==> src/rtl/rr_mux_n_reg.sv <==
// Registered N:1 datapath mux with valid/ready handshake and a one-entry output register.
// Channel choice is either an external select (mode=0) or fair round-robin arbitration (mode=1).
module rr_mux_n_reg #(
    parameter int unsigned WIDTH  = 5,
    parameter int unsigned NUM_IN = 4,
    parameter int unsigned SEL_W  = 2
) (
    input  logic                    clk,
    input  logic                    rst_n,
    input  logic                    mode,
    input  logic [SEL_W-1:0]        sel,
    input  logic [NUM_IN*WIDTH-1:0] in_data,
    input  logic [NUM_IN-1:0]       in_valid,
    output logic [NUM_IN-1:0]       in_ready,
    output logic [WIDTH-1:0]        out_data,
    output logic [SEL_W-1:0]        out_sel,
    output logic                    out_valid,
    input  logic                    out_ready
);

    logic [WIDTH-1:0] out_data_q;
    logic [SEL_W-1:0] out_sel_q;
    logic             out_valid_q;
    logic [SEL_W-1:0] rr_ptr_q;

    logic             load;
    logic             ext_gnt;
    logic [SEL_W-1:0] ext_idx;
    logic             rr_gnt;
    logic [SEL_W-1:0] rr_idx;
    logic             gnt;
    logic [SEL_W-1:0] gnt_idx;
    logic [WIDTH-1:0] gnt_data;
    logic [SEL_W-1:0] rr_ptr_next;

    // The register can take a new word whenever it is empty or being drained this cycle.
    assign load = !out_valid_q || out_ready;

    // External select: sel values at or beyond NUM_IN match no channel, so never grant.
    always_comb begin
        ext_gnt = 1'b0;
        ext_idx = '0;
        for (int unsigned i = 0; i < NUM_IN; i++) begin
            if (sel == SEL_W'(i) && in_valid[i]) begin
                ext_gnt = 1'b1;
                ext_idx = SEL_W'(i);
            end
        end
    end

    // Round-robin: scan from rr_ptr upward with wrap; the first valid channel wins.
    always_comb begin
        int unsigned pos;
        rr_gnt = 1'b0;
        rr_idx = '0;
        pos    = 0;
        for (int unsigned k = 0; k < NUM_IN; k++) begin
            pos = 32'(rr_ptr_q) + k;
            if (pos >= NUM_IN) begin
                pos = pos - NUM_IN;
            end
            for (int unsigned j = 0; j < NUM_IN; j++) begin
                if (!rr_gnt && pos == j && in_valid[j]) begin
                    rr_gnt = 1'b1;
                    rr_idx = SEL_W'(j);
                end
            end
        end
    end

    always_comb begin
        gnt     = mode ? rr_gnt : ext_gnt;
        gnt_idx = mode ? rr_idx : ext_idx;
    end

    always_comb begin
        gnt_data = '0;
        for (int unsigned j = 0; j < NUM_IN; j++) begin
            if (gnt_idx == SEL_W'(j)) begin
                gnt_data = in_data[j*WIDTH +: WIDTH];
            end
        end
    end

    always_comb begin
        if (gnt_idx == SEL_W'(NUM_IN - 1)) begin
            rr_ptr_next = '0;
        end else begin
            rr_ptr_next = gnt_idx + SEL_W'(1);
        end
    end

    always_comb begin
        in_ready = '0;
        for (int unsigned j = 0; j < NUM_IN; j++) begin
            in_ready[j] = rst_n && load && gnt && (gnt_idx == SEL_W'(j));
        end
    end

    always_ff @(posedge clk) begin
        if (!rst_n) begin
            out_data_q  <= '0;
            out_sel_q   <= '0;
            out_valid_q <= 1'b0;
            rr_ptr_q    <= '0;
        end else if (load) begin
            if (gnt) begin
                out_data_q  <= gnt_data;
                out_sel_q   <= gnt_idx;
                out_valid_q <= 1'b1;
                // Pointer only moves on round-robin grants so mode=1 resumes where it left off.
                if (mode) begin
                    rr_ptr_q <= rr_ptr_next;
                end
            end else begin
                out_valid_q <= 1'b0;
            end
        end
    end

    assign out_data  = out_data_q;
    assign out_sel   = out_sel_q;
    assign out_valid = out_valid_q;

endmodule

==> config.mk <==
export PLATFORM = sky130hd
export DESIGN_NAME = rr_mux_n_reg
export DESIGN_NICKNAME = d
export VERILOG_FILES = /design/src/rtl/rr_mux_n_reg.sv
export SDC_FILE = /design/constraint.sdc
export NUM_CORES = 1
export LEC_CHECK = 0
export CAP_MARGIN = 10
export CORE_MARGIN = 5
export CORE_UTILIZATION = 54
export CTS_CLUSTER_DIAMETER = 50
export DETAILED_ROUTE_END_ITERATION = 16
export DONT_BUFFER_PORTS = 1
export PLACE_DENSITY = 0.71
export SYNTH_ARGS = -nofsm -noshare
export SYNTH_HDL_FRONTEND = slang
export SYNTH_SLANG_ARGS = --single-unit
==> constraint.sdc <==
create_clock -name clk -period 2.06 [get_ports clk]
set_clock_uncertainty 0.1 [all_clocks]
set_input_delay 0.206 -clock clk [delete_from_list [all_inputs] [get_ports clk]]
set_output_delay 0.206 -clock clk [all_outputs]
set_load 0.01 [all_outputs]
After elaboration in Yosys (flattened, before gate mapping) --
Index checks and enable logic that the tools add are counted. W data, S select, Z words.
Storage, ports and cells: register bits after elaboration 10, input port bits 30, output and inout port bits 12
Cells by class: add/sub/neg operators 8, $lt $le $gt $ge 4, equality and inequality tests 18, multiplexer cells 50, reductions and logical operators 66
Operators by type and width (count):
- $eq A32 B2 Y1 const B | 8
- $eq A32 B1 Y1 const B | 4
- $logic_not A32 Y1 | 4
- $mux W32 | 4
- $logic_and A1 B1 Y1 | 41
- $mux W2 | 18
- $mux W1 | 24
- $mux W5 | 4
- $logic_not A1 Y1 | 16
- $sub A3 B3 Y4 const B | 3
- $ge A3 B3 Y1 const B | 3
- $eq A2 B2 Y1 const B | 4
- $add A2 B2 Y3 const B | 2
- $eq A2 B1 Y1 const B | 2
- $logic_not A2 Y1 | 2
- $sub A2 B3 Y4 const B | 1
- $add A2 B1 Y3 const B | 1
- $ge A2 B3 Y1 const B | 1
- $reduce_and A3 Y1 | 1
- $add A2 B1 Y2 const B | 1
- $reduce_and A2 Y1 | 1
- $logic_or A1 B1 Y1 | 1

Logic depth before layout (Yosys ltp) --
depth in word-level cells 71, gate-level depth with buffers 11, mapped depth without buffers 10

Worst setup path before layout --
No wires, ideal clock.
path type input to register, from in in_valid[2], to reg out_data_q[1] (netlist: out_data[1]), setup time 0.070 ns, arrival time 1.971 ns, slack -0.081 ns, stages 10, path through nor2b_1 > a21boi_0 > o32a_1 > a21oi_1 > inv_1 > ha_1 > dlygate4sd1_1 > nor3_1 > a21oi_1 > a21oi_1
Between the ends: word-level cells in the longest chain between the ends 60
RTL lines:
- from (decl) | line 13 | input logic [NUM_IN-1:0] in_valid,
- $logic_and A1 B1 Y1 | line 63 | if (!rr_gnt && pos == j && in_valid[j]) begin
- $mux W1 | line 63
- $logic_not A1 Y1 | line 63
- $logic_and A1 B1 Y1 (2 in a row) | line 63
- $mux W1 | line 63
- $logic_not A1 Y1 | line 63
- $logic_and A1 B1 Y1 (2 in a row) | line 63
- $mux W1 | line 63
- (+40 left out)
- $logic_not A1 Y1 | line 63
- $logic_and A1 B1 Y1 (2 in a row) | line 63
- $mux W2 | line 63
- $mux W2 (*) | line 73 | gnt_idx = mode ? rr_idx : ext_idx;
- via gnt_idx[1] | line 32 | logic [SEL_W-1:0] gnt_idx;
- $logic_not A2 Y1 | line 79 | if (gnt_idx == SEL_W'(j)) begin
- $mux W5 (3 in a row) | line 79
- $mux W5 (*) | line 79
- to (signal assigned) | line 108 | out_data_q <= gnt_data;
- to (decl) | line 21 | logic [WIDTH-1:0] out_data_q;
The timed path passes the listed nets; every way through them passes the cells marked *. A chain may end at the register's enable or synchronous reset.

Final worst setup path --
from reg rr_ptr_q[1], to out in_ready[1]
Between the ends: word-level cells in the longest chain between the ends 68
RTL lines:
- from (decl) | line 24 | logic [SEL_W-1:0] rr_ptr_q;
- from (signal assigned) | line 113 | rr_ptr_q <= rr_ptr_next;
- $sub A2 B3 Y4 or $ge A2 B3 Y1 (tied branches) | line 60, 59
- $mux W32 | line 59 | if (pos >= NUM_IN) begin
- $logic_not A32 Y1 | line 63
- $logic_and A1 B1 Y1 | line 63
- $mux W1 | line 63
- $logic_not A1 Y1 | line 63
- $logic_and A1 B1 Y1 (2 in a row) | line 63
- $mux W1 | line 63
- (+49 left out)
- $logic_and A1 B1 Y1 (2 in a row) | line 63
- $mux W1 | line 63
- $logic_not A1 Y1 | line 63
- $logic_and A1 B1 Y1 (2 in a row) | line 63
- $mux W2 or $mux W1 (tied branches) | line 63
- $mux W2 or $mux W1 (tied branches) | line 73, 72
- $eq A2 B1 Y1 or $logic_and A1 B1 Y1 (tied branches) | line 96 | in_ready[j] = rst_n && load && gnt && (gnt_idx == SEL_W'(j));
- $logic_and A1 B1 Y1 (*) | line 96
- to (decl) | line 14 | output logic [NUM_IN-1:0] in_ready,
Every way passes the cells marked *; elsewhere a longest branch is shown, timed or not.

==> impl_metrics.env <==
export IMPL_core_mm2=0.00135
export IMPL_row_count=13
export IMPL_finalWorstSetupSlack_ns=-0.156
export IMPL_critPathMaxFanout=6
export IMPL_vias=814
export IMPL_avgSynthCellArea_um2=7.91
export IMPL_power_w=0.000736
export IMPL_synth_cell_type_count=29
export IMPL_io_pins=42
export IMPL_placed_cells=116
export IMPL_post_route_drc_count=0
export IMPL_area_growth_pct=41.9
export IMPL_syn_area_um2=791
export IMPL_timing_setup_tns_ns=-0.748
export IMPL_track_usage=0.208
export IMPL_combPwrFrac=0.421
export IMPL_detail_route_antenna_nets=0
export IMPL_cp_top_family="compound AO/OA/AOI/OAI gates"
export IMPL_synth_yosys_seq_area_share=0.253
export IMPL_grt_overflow=0
export IMPL_mostFrequentLayoutCell="buf_4"
export IMPL_cp_arrival_ns=1.91
export IMPL_cts_clk_slew_worst_paths_ns=0.07
export IMPL_cts_buffers=3
export IMPL_status="finished with violations"
export IMPL_synth_compound_area_frac=0.288
export IMPL_final_cell_mix="12 x buf_4, 11 x a21oi_1, 8 x dfxtp_1, 7 x nand2_1"
export IMPL_synth_xor_area_share=0
export IMPL_rsz0062_at_grt="yes"
export IMPL_intPower_w=0.000487
export IMPL_crit_type="flip-flop to output pin"
export IMPL_avgRoutedWirePerCell_um=19.6
export IMPL_grt_max_degree=18
export IMPL_cts_tree="yes"
export IMPL_fin_crit_ns=2.22
export IMPL_fillers=73
export IMPL_fin_crit_sh=1.08
export IMPL_dp_final_hpwl_mm=1.48
export IMPL_cpPeakStageDelay_ns=0.35
export IMPL_required_ns=1.75
export IMPL_drv_slew=0
export IMPL_cts_buffer_depth=2
export IMPL_p_sw_w=0.000249
export IMPL_critPathSlowestCell="dfxtp_2"
export IMPL_fmax_mhz=451
export IMPL_violations="negative setup slack"
export IMPL_antenna_found_initial=0
export IMPL_clock_latency_ns=0.27
export IMPL_fp_dieArea_mm2=0.00233
export IMPL_tightest_slew_ns=0.351
export IMPL_grt_pass1_vias=770
export IMPL_min_path_type="input pin to flip-flop"
export IMPL_finalSetupViolCount=9
export IMPL_drive_gt1_frac=0.422
export IMPL_port_buffers=0
export IMPL_firstDrtPassIters=4
export IMPL_cp_start_kind="flip-flop"
export IMPL_syn_instance_count=100
export IMPL_seqPwrFrac=0.335
export IMPL_gp_congestion=0.770
export IMPL_nNetsFinal=151
export IMPL_htree_levels=1
export IMPL_finalHoldViolCount=0
export IMPL_ys_ff_latch=10
export IMPL_diodes=0
export IMPL_die_y_um=48.3
export IMPL_synth_top_family_by_area="compound AO/OA/AOI/OAI gates"
export IMPL_die_w_um=48.3
export IMPL_synthMuxAreaShare=0.0538
export IMPL_switching_share=0.338
export IMPL_drt_total_wl_mm=2.57
export IMPL_grt_first_pass_wirelength_mm=3.25
export IMPL_relSlewSlack=0.765
export IMPL_clock_sinks=10
export IMPL_synthAdderAreaFrac=0.0633
export IMPL_start_util=0.586
export IMPL_path_cells="a21boi_2 -> o32a_1 -> a21oi_2 -> buf_4 -> ha_4 -> buf_6 -> and3_4"
export IMPL_mappedNetlistNets=134
export IMPL_stdcell_count=131
export IMPL_drv_cap=0
export IMPL_yosys_area_share_simple=0.241
export IMPL_vias_per_cell=6.21
export IMPL_clockPowerShare=0.244
export IMPL_peakVddDrop_mv=0.567
export IMPL_cp_buffers_inverters=2
export IMPL_drt_iter0_markers=14
export IMPL_end_kind="output pin"
export IMPL_leakage_nw=0.448
export IMPL_yosysWarnings=0
export IMPL_power_density_mw_per_mm2=655
export IMPL_cts_root_buf="clkbuf_4"
[registers in the layout (all words and copies together) (netlist names)]
signal and flops:
out_data 5, out_sel 2, out_valid 1, rr_ptr_q 2
[what timing repair did]
item | CTS | global route
resized for setup | 21 | 24
buffers inserted | 5 | 3
endpoints found under the setup margin | 9 | 9
hold buffers | 3 | 0
pin swaps | 8 | 13
cloned | 0 | 0
endpoints found under the hold margin | 8 | 0
[worst paths after layout]
| path | startpoint | end | slack [ns] | cells after the start |
|---|---|---|---|---|
| setup / recovery | rr_ptr_q[1] | in_ready[1] | -0.16 | 7 |
| hold / removal | rst_n | rr_ptr_q[1] | 0.004 | 2 |
| setup reg to reg | rr_ptr_q[1] | out_data[4] | -0.15 | 10 |
| hold reg to reg | rr_ptr_q[0] | rr_ptr_q[0] | 0.43 | 2 |
[kinds of logic after synthesis]
logic type / Yosys count
AOI/OAI and AO/OA: 35
adders and majority gates: 4
buffers and inverters: 12
DFF: 10
muxes: 3
and+or+nand+nor: 36
[synth_stat cells]
cell | number | share of area
a31o_2 | 2 | 0.022
a2bb2oi_1 | 1 | 0.011
clkbuf_1 | 1 | 0.0047
o32a_1 | 1 | 0.013
a21boi_0 | 1 | 0.0095
nor2b_1 | 11 | 0.087
nand3_1 | 2 | 0.013
ha_1 | 4 | 0.063
a221oi_1 | 4 | 0.044
mux2i_1 | 2 | 0.025
nor3b_1 | 2 | 0.019
a31oi_1 | 1 | 0.0079
nand2_1 | 7 | 0.033
buf_4 | 1 | 0.0095
buf_8 | 1 | 0.019
o21bai_1 | 1 | 0.0095
a21oi_1 | 13 | 0.082
dlygate4sd1_1 | 1 | 0.011
nor2_1 | 5 | 0.024
nor3_1 | 4 | 0.025
a32oi_2 | 1 | 0.021
dfxtp_1 | 10 | 0.25
o41ai_1 | 1 | 0.011
buf_6 | 2 | 0.028
nor2_2 | 1 | 0.0079
o21ai_0 | 9 | 0.057
and3_1 | 4 | 0.032
inv_1 | 6 | 0.028
mux4_2 | 1 | 0.028
[power by group through the flow]
stage,clock (W),combinational [W],sequential (W)
global route,0.000193,0.000335,0.000249
floorplan,0,0.000158,0.000243
detailed placement,0,0.000187,0.000247
CTS,0.000183,0.000245,0.000244
global placement,0,0.000183,0.000247
finish,0.000179,0.000310,0.000246
[final cells by class]
class                   count  area (um^2)  share of cell area
repair buffers             18          154               0.137
multi-input cells          78          683               0.609
flip-flops and latches     10          205               0.183
inverters                   6         25.0              0.0223
clock buffers               4         36.3              0.0323
well taps                  15         18.8              0.0167
[stage by stage]
| step | utilization | instance area [um^2] | worst slack [ns] | hold slack [ns] |
|---|---|---|---|---|
| after floorplan | - | 797 | 0.0242 | 0.261 |
| after global placement | 0.599 | 808 | -0.135 | 0.250 |
| after detailed placement | 0.599 | 808 | -0.211 | 0.253 |
| after CTS | 0.741 | 1000 | -0.0582 | 0.00244 |
| after global routing | 0.831 | 1120 | -0.239 | 0.0266 |
| final | 0.831 | 1120 | -0.156 | 0.00428 |
[layer usage]
layer  GRT usage  up-vias  wire [um]
met5           0        -          0
met4       0.124        0         67
met3      0.0332        8        188
met2       0.357       34       1190
met1       0.241      374       1130
li1            -      398          -
No activity file was read; power rests on OpenSTA's default activity.
